## config.mk

```make
export PLATFORM = sky130hd
export DESIGN_NAME = pipeline_scoreboard
export DESIGN_NICKNAME = d
export VERILOG_FILES = /design/src/rtl/pipeline_scoreboard.sv
export SDC_FILE = /design/constraint.sdc
export NUM_CORES = 1
export LEC_CHECK = 0
export BUFFER_PORTS_ARGS = -buffer_cell sky130_fd_sc_hd__buf_2
export CORE_UTILIZATION = 25
export DETAILED_ROUTE_END_ITERATION = 8
export PLACE_DENSITY = 0.4
export SLEW_MARGIN = 20
export SYNTH_ARGS = -nofsm -noshare
export SYNTH_HDL_FRONTEND = slang
export SYNTH_SLANG_ARGS = --single-unit
export TNS_END_PERCENT = 20
```

## constraint.sdc

```tcl
create_clock -name clk -period 5.7 [get_ports clk]
set_input_delay 1.14 -clock clk [delete_from_list [all_inputs] [get_ports clk]]
set_output_delay 1.14 -clock clk [all_outputs]
set_load 0.02 [all_outputs]
```

## src/rtl/pipeline_scoreboard.sv

```systemverilog
// pipeline_scoreboard: issue hazard scoreboard with shadow writeback pipeline and regfile write-port arbiter
module pipeline_scoreboard #(
  parameter int reg_width = 6,
  parameter int depth = 3
) (
  input  logic                 clk,
  input  logic                 reset,
  input  logic                 issue_valid_i,
  input  logic [reg_width-1:0] issue_src1_i,
  input  logic [reg_width-1:0] issue_src2_i,
  input  logic                 issue_src1_used_i,
  input  logic                 issue_src2_used_i,
  input  logic [reg_width-1:0] issue_dest_i,
  input  logic                 issue_wen_i,
  output logic                 issue_ready_o,
  input  logic                 stall_external_i,
  input  logic                 flush_i,
  input  logic                 net_reg_write_cmd_i,
  input  logic [reg_width-1:0] net_reg_addr_i,
  output logic                 net_grant_o,
  output logic                 wb_valid_o,
  output logic [reg_width-1:0] wb_dest_o,
  output logic [15:0]          stall_cycles_o
);
  logic [depth-1:0]     valid_q, valid_d, valid_c;
  logic [reg_width-1:0] dest_q [depth];
  logic [reg_width-1:0] dest_d [depth];
  logic [15:0]          stall_cycles_q, stall_cycles_d;
  logic                 s1_live, s2_live, hazard, accept;
  always_comb begin
    s1_live = issue_src1_used_i && issue_src1_i != '0;
    s2_live = issue_src2_used_i && issue_src2_i != '0;
    hazard = net_reg_write_cmd_i &&
             ((s1_live && net_reg_addr_i == issue_src1_i) || (s2_live && net_reg_addr_i == issue_src2_i));
    for (int n = 0; n < depth; n++)
      hazard = hazard || (valid_q[n] &&
               ((s1_live && dest_q[n] == issue_src1_i) || (s2_live && dest_q[n] == issue_src2_i)));
    issue_ready_o = !hazard && !stall_external_i;
    accept = issue_valid_i && issue_ready_o && !flush_i;
    wb_valid_o = valid_q[depth-1] && !stall_external_i;
    wb_dest_o = dest_q[depth-1];
    net_grant_o = net_reg_write_cmd_i && !wb_valid_o;
    stall_cycles_o = stall_cycles_q;
    stall_cycles_d = (issue_valid_i && !issue_ready_o && stall_cycles_q != 16'hFFFF) ?
                     stall_cycles_q + 16'd1 : stall_cycles_q;
    for (int n = 0; n < depth; n++)
      valid_c[n] = valid_q[n] && !(flush_i && n < depth - 1);
    valid_d = stall_external_i ? valid_c :
              {valid_c[depth-2:0], accept && issue_wen_i && issue_dest_i != '0};
    dest_d[0] = stall_external_i ? dest_q[0] : (accept ? issue_dest_i : '0);
    for (int n = 1; n < depth; n++)
      dest_d[n] = stall_external_i ? dest_q[n] : dest_q[n-1];
  end
  always_ff @(posedge clk) begin
    if (reset) begin
      valid_q <= '0;
      dest_q <= '{default: '0};
      stall_cycles_q <= '0;
    end else begin
      valid_q <= valid_d;
      dest_q <= dest_d;
      stall_cycles_q <= stall_cycles_d;
    end
  end
endmodule

```

# After elaboration in Yosys (flattened, before gate mapping)
# Cells that the tools add are included.
dict set report op_classes {
  n_addsub 1
  eq_ne 9
  n_mux 2
  reduce_logical 40
}
# cell count
set ops {}
lappend ops {{6-bit == test} 8}
lappend ops {{1-bit logical AND} 25}
lappend ops {{6-bit nonzero test} 3}
lappend ops {{16-bit by 1-bit adder with 16-bit output (second input constant)} 1}
lappend ops {{16-bit != test (second input constant)} 1}
lappend ops {{1-bit logical OR} 7}
lappend ops {{6-bit two-way mux} 1}
lappend ops {{1-bit zero test} 5}
lappend ops {{2-bit two-way mux} 1}
dict set report totals {
  reg_bits 37
  input_bits 33
  out_inout_bits 25
  elab_cells 58
}

# Depth between registers and ports, before layout
dict set report logic_depth {
  depth_word 15
  depth_mapped 10
  mapped_depth_nobuf 7
}

# Least setup slack after synthesis
# No wires, ideal clock.
dict set report synth_timing {
  path_kind {input-to-output}
  startpoint {input port issue_src2_i[1]}
  endpoint {output port issue_ready_o}
  arrival_ps 2973
  required_ps 4560
  slack_ps 1587
  cell_stages 8
  n_path_buf 3
  cell_sequence {buf_2 -> or4_4 -> o31ai_4 -> nor4_1 -> o21a_1 -> a2111oi_4 -> buf_6 -> buf_6}
}
dict set report synth_via {
  elab_chain_cells 10
  word_cells_on_any_way 23
  classes_between {4 x eq/ne; 19 x reduce/logical}
}
# element line
set synth_rtl {}
lappend synth_rtl {{start, declared} 10} ;# input logic [reg_width-1:0] issue_src2_i,
lappend synth_rtl {{6-bit nonzero test} 32} ;# s2_live = issue_src2_used_i && issue_src2_i != '0;
lappend synth_rtl {{1-bit logical AND} 32}
lappend synth_rtl {{1-bit logical AND (on tied branches)} {34, 37}}
lappend synth_rtl {{1-bit logical OR (on tied branches)} {34, 37}}
lappend synth_rtl {{1-bit logical AND (on tied branches)} {33, 36}}
lappend synth_rtl {{1-bit logical OR (2 in a row)} 36} ;# hazard = hazard || (valid_q[n] &&
lappend synth_rtl {{1-bit logical OR (*)} 36}
lappend synth_rtl {{1-bit zero test (*)} 38} ;# issue_ready_o = !hazard && !stall_external_i;
lappend synth_rtl {{1-bit logical AND (*)} 38}
lappend synth_rtl {{end, declared} 15} ;# output logic issue_ready_o,
# Mark *: on every way between the ends. The rest lies on a longest branch, timed or not.

# Final worst setup path
dict set report layout_timing {
  startpoint {input port issue_src2_i[0]}
  endpoint {output port issue_ready_o}
}
# Same word-level chain as after synthesis.

==> results_dict.tcl <==
set metrics [dict create \
    status "complete, but fails checks" \
    violations "design-rule violations" \
    firstDrtPassIters 7 \
    clk_latency_ps 300 \
    multi_input_area_um2 1570 \
    dieArea_um2 10400 \
    hpwl_um 4880 \
    core_area_um2 9730 \
    critPathCaptureType "output port" \
    wl_per_cell_um 14.7 \
    die_w_um 102 \
    powerDensity_nw_per_um2 212 \
    regArea_um2 741 \
    yosysTopAreaCell "dfxtp_1" \
    yosys-top-cells-area "dfxtp_1 (30%), xnor2_1 (13%), mux2_4 (5.4%), mux2i_1 (5.2%), nor2_1 (5.1%)" \
    netlist_area_um2 2490 \
    ctsRootBufferMaster "clkbuf_8" \
    pin_count 58 \
    fillCellCount 1080 \
    h-tree-depth 2 \
    p_leak_nw 1.11 \
    drt-total-wl_um 6460 \
    synth_top_area_share_pct 29.8 \
    drt_iter0_drc 57 \
    cp.arrival_ps 3060 \
    start_util_pct 25.6 \
    fmax_ghz 0.238 \
    ys_ff_latch 37 \
    clk_path_buf_depth 2 \
    ant_nets 0 \
    final.setup_skew_ps 14.0 \
    clock_sinks 37 \
    holdBufCountCts 0 \
    finalSetupTns_ps 0 \
    place_area_um2 2770 \
    final_nets 339 \
    vias 1989 \
    syn_inst 269 \
    io_buffers 57 \
    holdWs_ps 530 \
    post_cts_buffers 0 \
    hold_violations 0 \
    tightestPinTransition_ps 893 \
    min_period_over_period_pct 73.6 \
    hold_class "reg2reg" \
    ys_types 43 \
    synthToLayoutAreaGrowth_pct 16.9 \
    postCtsResizedCells 0 \
    rows 36 \
    required_ps 4560 \
    synth_commonest_cells "dfxtp_1 (37), xnor2_1 (36), nor2_1 (34)" \
    maxCapViolCount 0 \
    viasPerCell 4.52 \
    start_kind "input pin" \
    path_class "in2out" \
    synth_edf_count 0 \
    die_y_um 102 \
    drc_errors 2 \
    setup_violations 0 \
    grt_pass1_wl_um 10100 \
    synth.avg_cell_area_um2 9.25 \
    clk_pin_slew_ps 90 \
    vdd_ir_drop_max_mv 0.0879 \
    grt_usage_pct 13.0 \
    drv_slew 0 \
    async_flop_share_pct 0 \
    seq_area_frac_synth_pct 29.8 \
    rsz0062_at_grt "no" \
    grt_max_degree 49 \
    yosysMostFrequentCell "dfxtp_1" \
    syn_nets 303 \
    cts_buffers 5 \
    fin_crit_ps 4200 \
    antenna_found_initial 1 \
    relSlewSlack_pct 40.5 \
    cp_max_fo 5 \
    synth-main-ff-cell "dfxtp_1" \
    gp_congestion 0.779 \
    drive_above_1_share_pct 30.7 \
    grt_pass1_vias 1975 \
    ys_warn_count 0 \
    cts_tree "done" \
    fin_area_um2 2910 \
    grt_overflow 0 \
]
layout by cell type (no fill, tap or decap), types with 4 or more instances in the layout:
cell / n
clkbuf_8: 5
buf_2: 57
and3_1: 5
dfxtp_1: 37
mux2i_1: 13
nor2b_1: 13
nand3_1: 9
nor2_1: 34
xor2_1: 12
nand4_1: 11
nand2_1: 4
a32oi_1: 6
nor4_1: 5
o21ai_0: 4
xnor2_1: 36
a21oi_1: 6
mux2_4: 9
nor3b_2: 4
flip-flops by register name (all words and copies together) (netlist names):
name,count
valid_q,3
wb_dest_o,6
stall_cycles_o,16
dest_q,12
critical path, stage by stage:
cell       delay (ps)
buf_2             150
or4_4             560
o31ai_4           230
nor4_1             90
o21a_1            220
a2111oi_4         430
buf_2             250
metal layers:
metal / up-vias / part of all wire [%] / track usage, % / wire [um]
met5: - / 0 / 0 / 0
met4: 0 / 1.4 / 5.57 / 93
met3: 10 / 4.1 / 2.69 / 268
met2: 41 / 45 / 20.3 / 2890
met1: 927 / 50 / 17.4 / 3210
li1: 1011 / - / - / -
report_power, final:
group	leakage, nW	switching [mW]	total, mW	internal [mW]
logic	0.748	0.0459	0.0775	0.0316
registers	0.298	0.00272	0.263	0.260
clock network	0.0681	0.102	0.276	0.174
worst paths after layout:
path	from	to	slack, ps	cells after the start
max reg2reg	dest_q[10]	stall_cycles_o[5]	3230	8
max	issue_src2_i[0]	issue_ready_o	1500	7
min	stall_cycles_o[1]	stall_cycles_o[1]	530	2
min reg2reg	stall_cycles_o[1]	stall_cycles_o[1]	530	2
cells by family (layout without fill, tap and decap cells):
| group | after synthesis | count (layout) | synth area share [%] |
|---|---|---|---|
| and+or+nand+nor | 104 | 104 | 25.2 |
| xor gates and xnor gates | 48 | 48 | 16.9 |
| DFF | 37 | 37 | 29.8 |
| buffers and inverters | 29 | 66 | 7.04 |
| AOI/OAI and AO/OA | 26 | 26 | 9.00 |
| muxes | 24 | 24 | 11.6 |
| adders and majority gates | 1 | 1 | 0.503 |
| other | 0 | 1 | 0 |
layout make-up:
type,instances,share of cell area (%)
Antenna cell,1,0.0860
Clock buffer,5,2.37
Clock inverter,3,2.24
Multi-Input combinational cell,203,54.1
Sequential cell,37,25.5
Tap cell,133,5.72
Timing Repair Buffer,58,10.1
stage by stage:
stage	util, %	instances	setup slack [ps]	total power, mW
after floorplan	-	269	1590	0.326
after global placement	28.5	431	1490	0.348
after detailed placement	28.5	431	1490	0.347
after CTS	29.9	439	1480	0.626
after global routing	29.9	440	1400	0.647
final	29.9	440	1500	0.616
(Power assumes the default switching activity.)
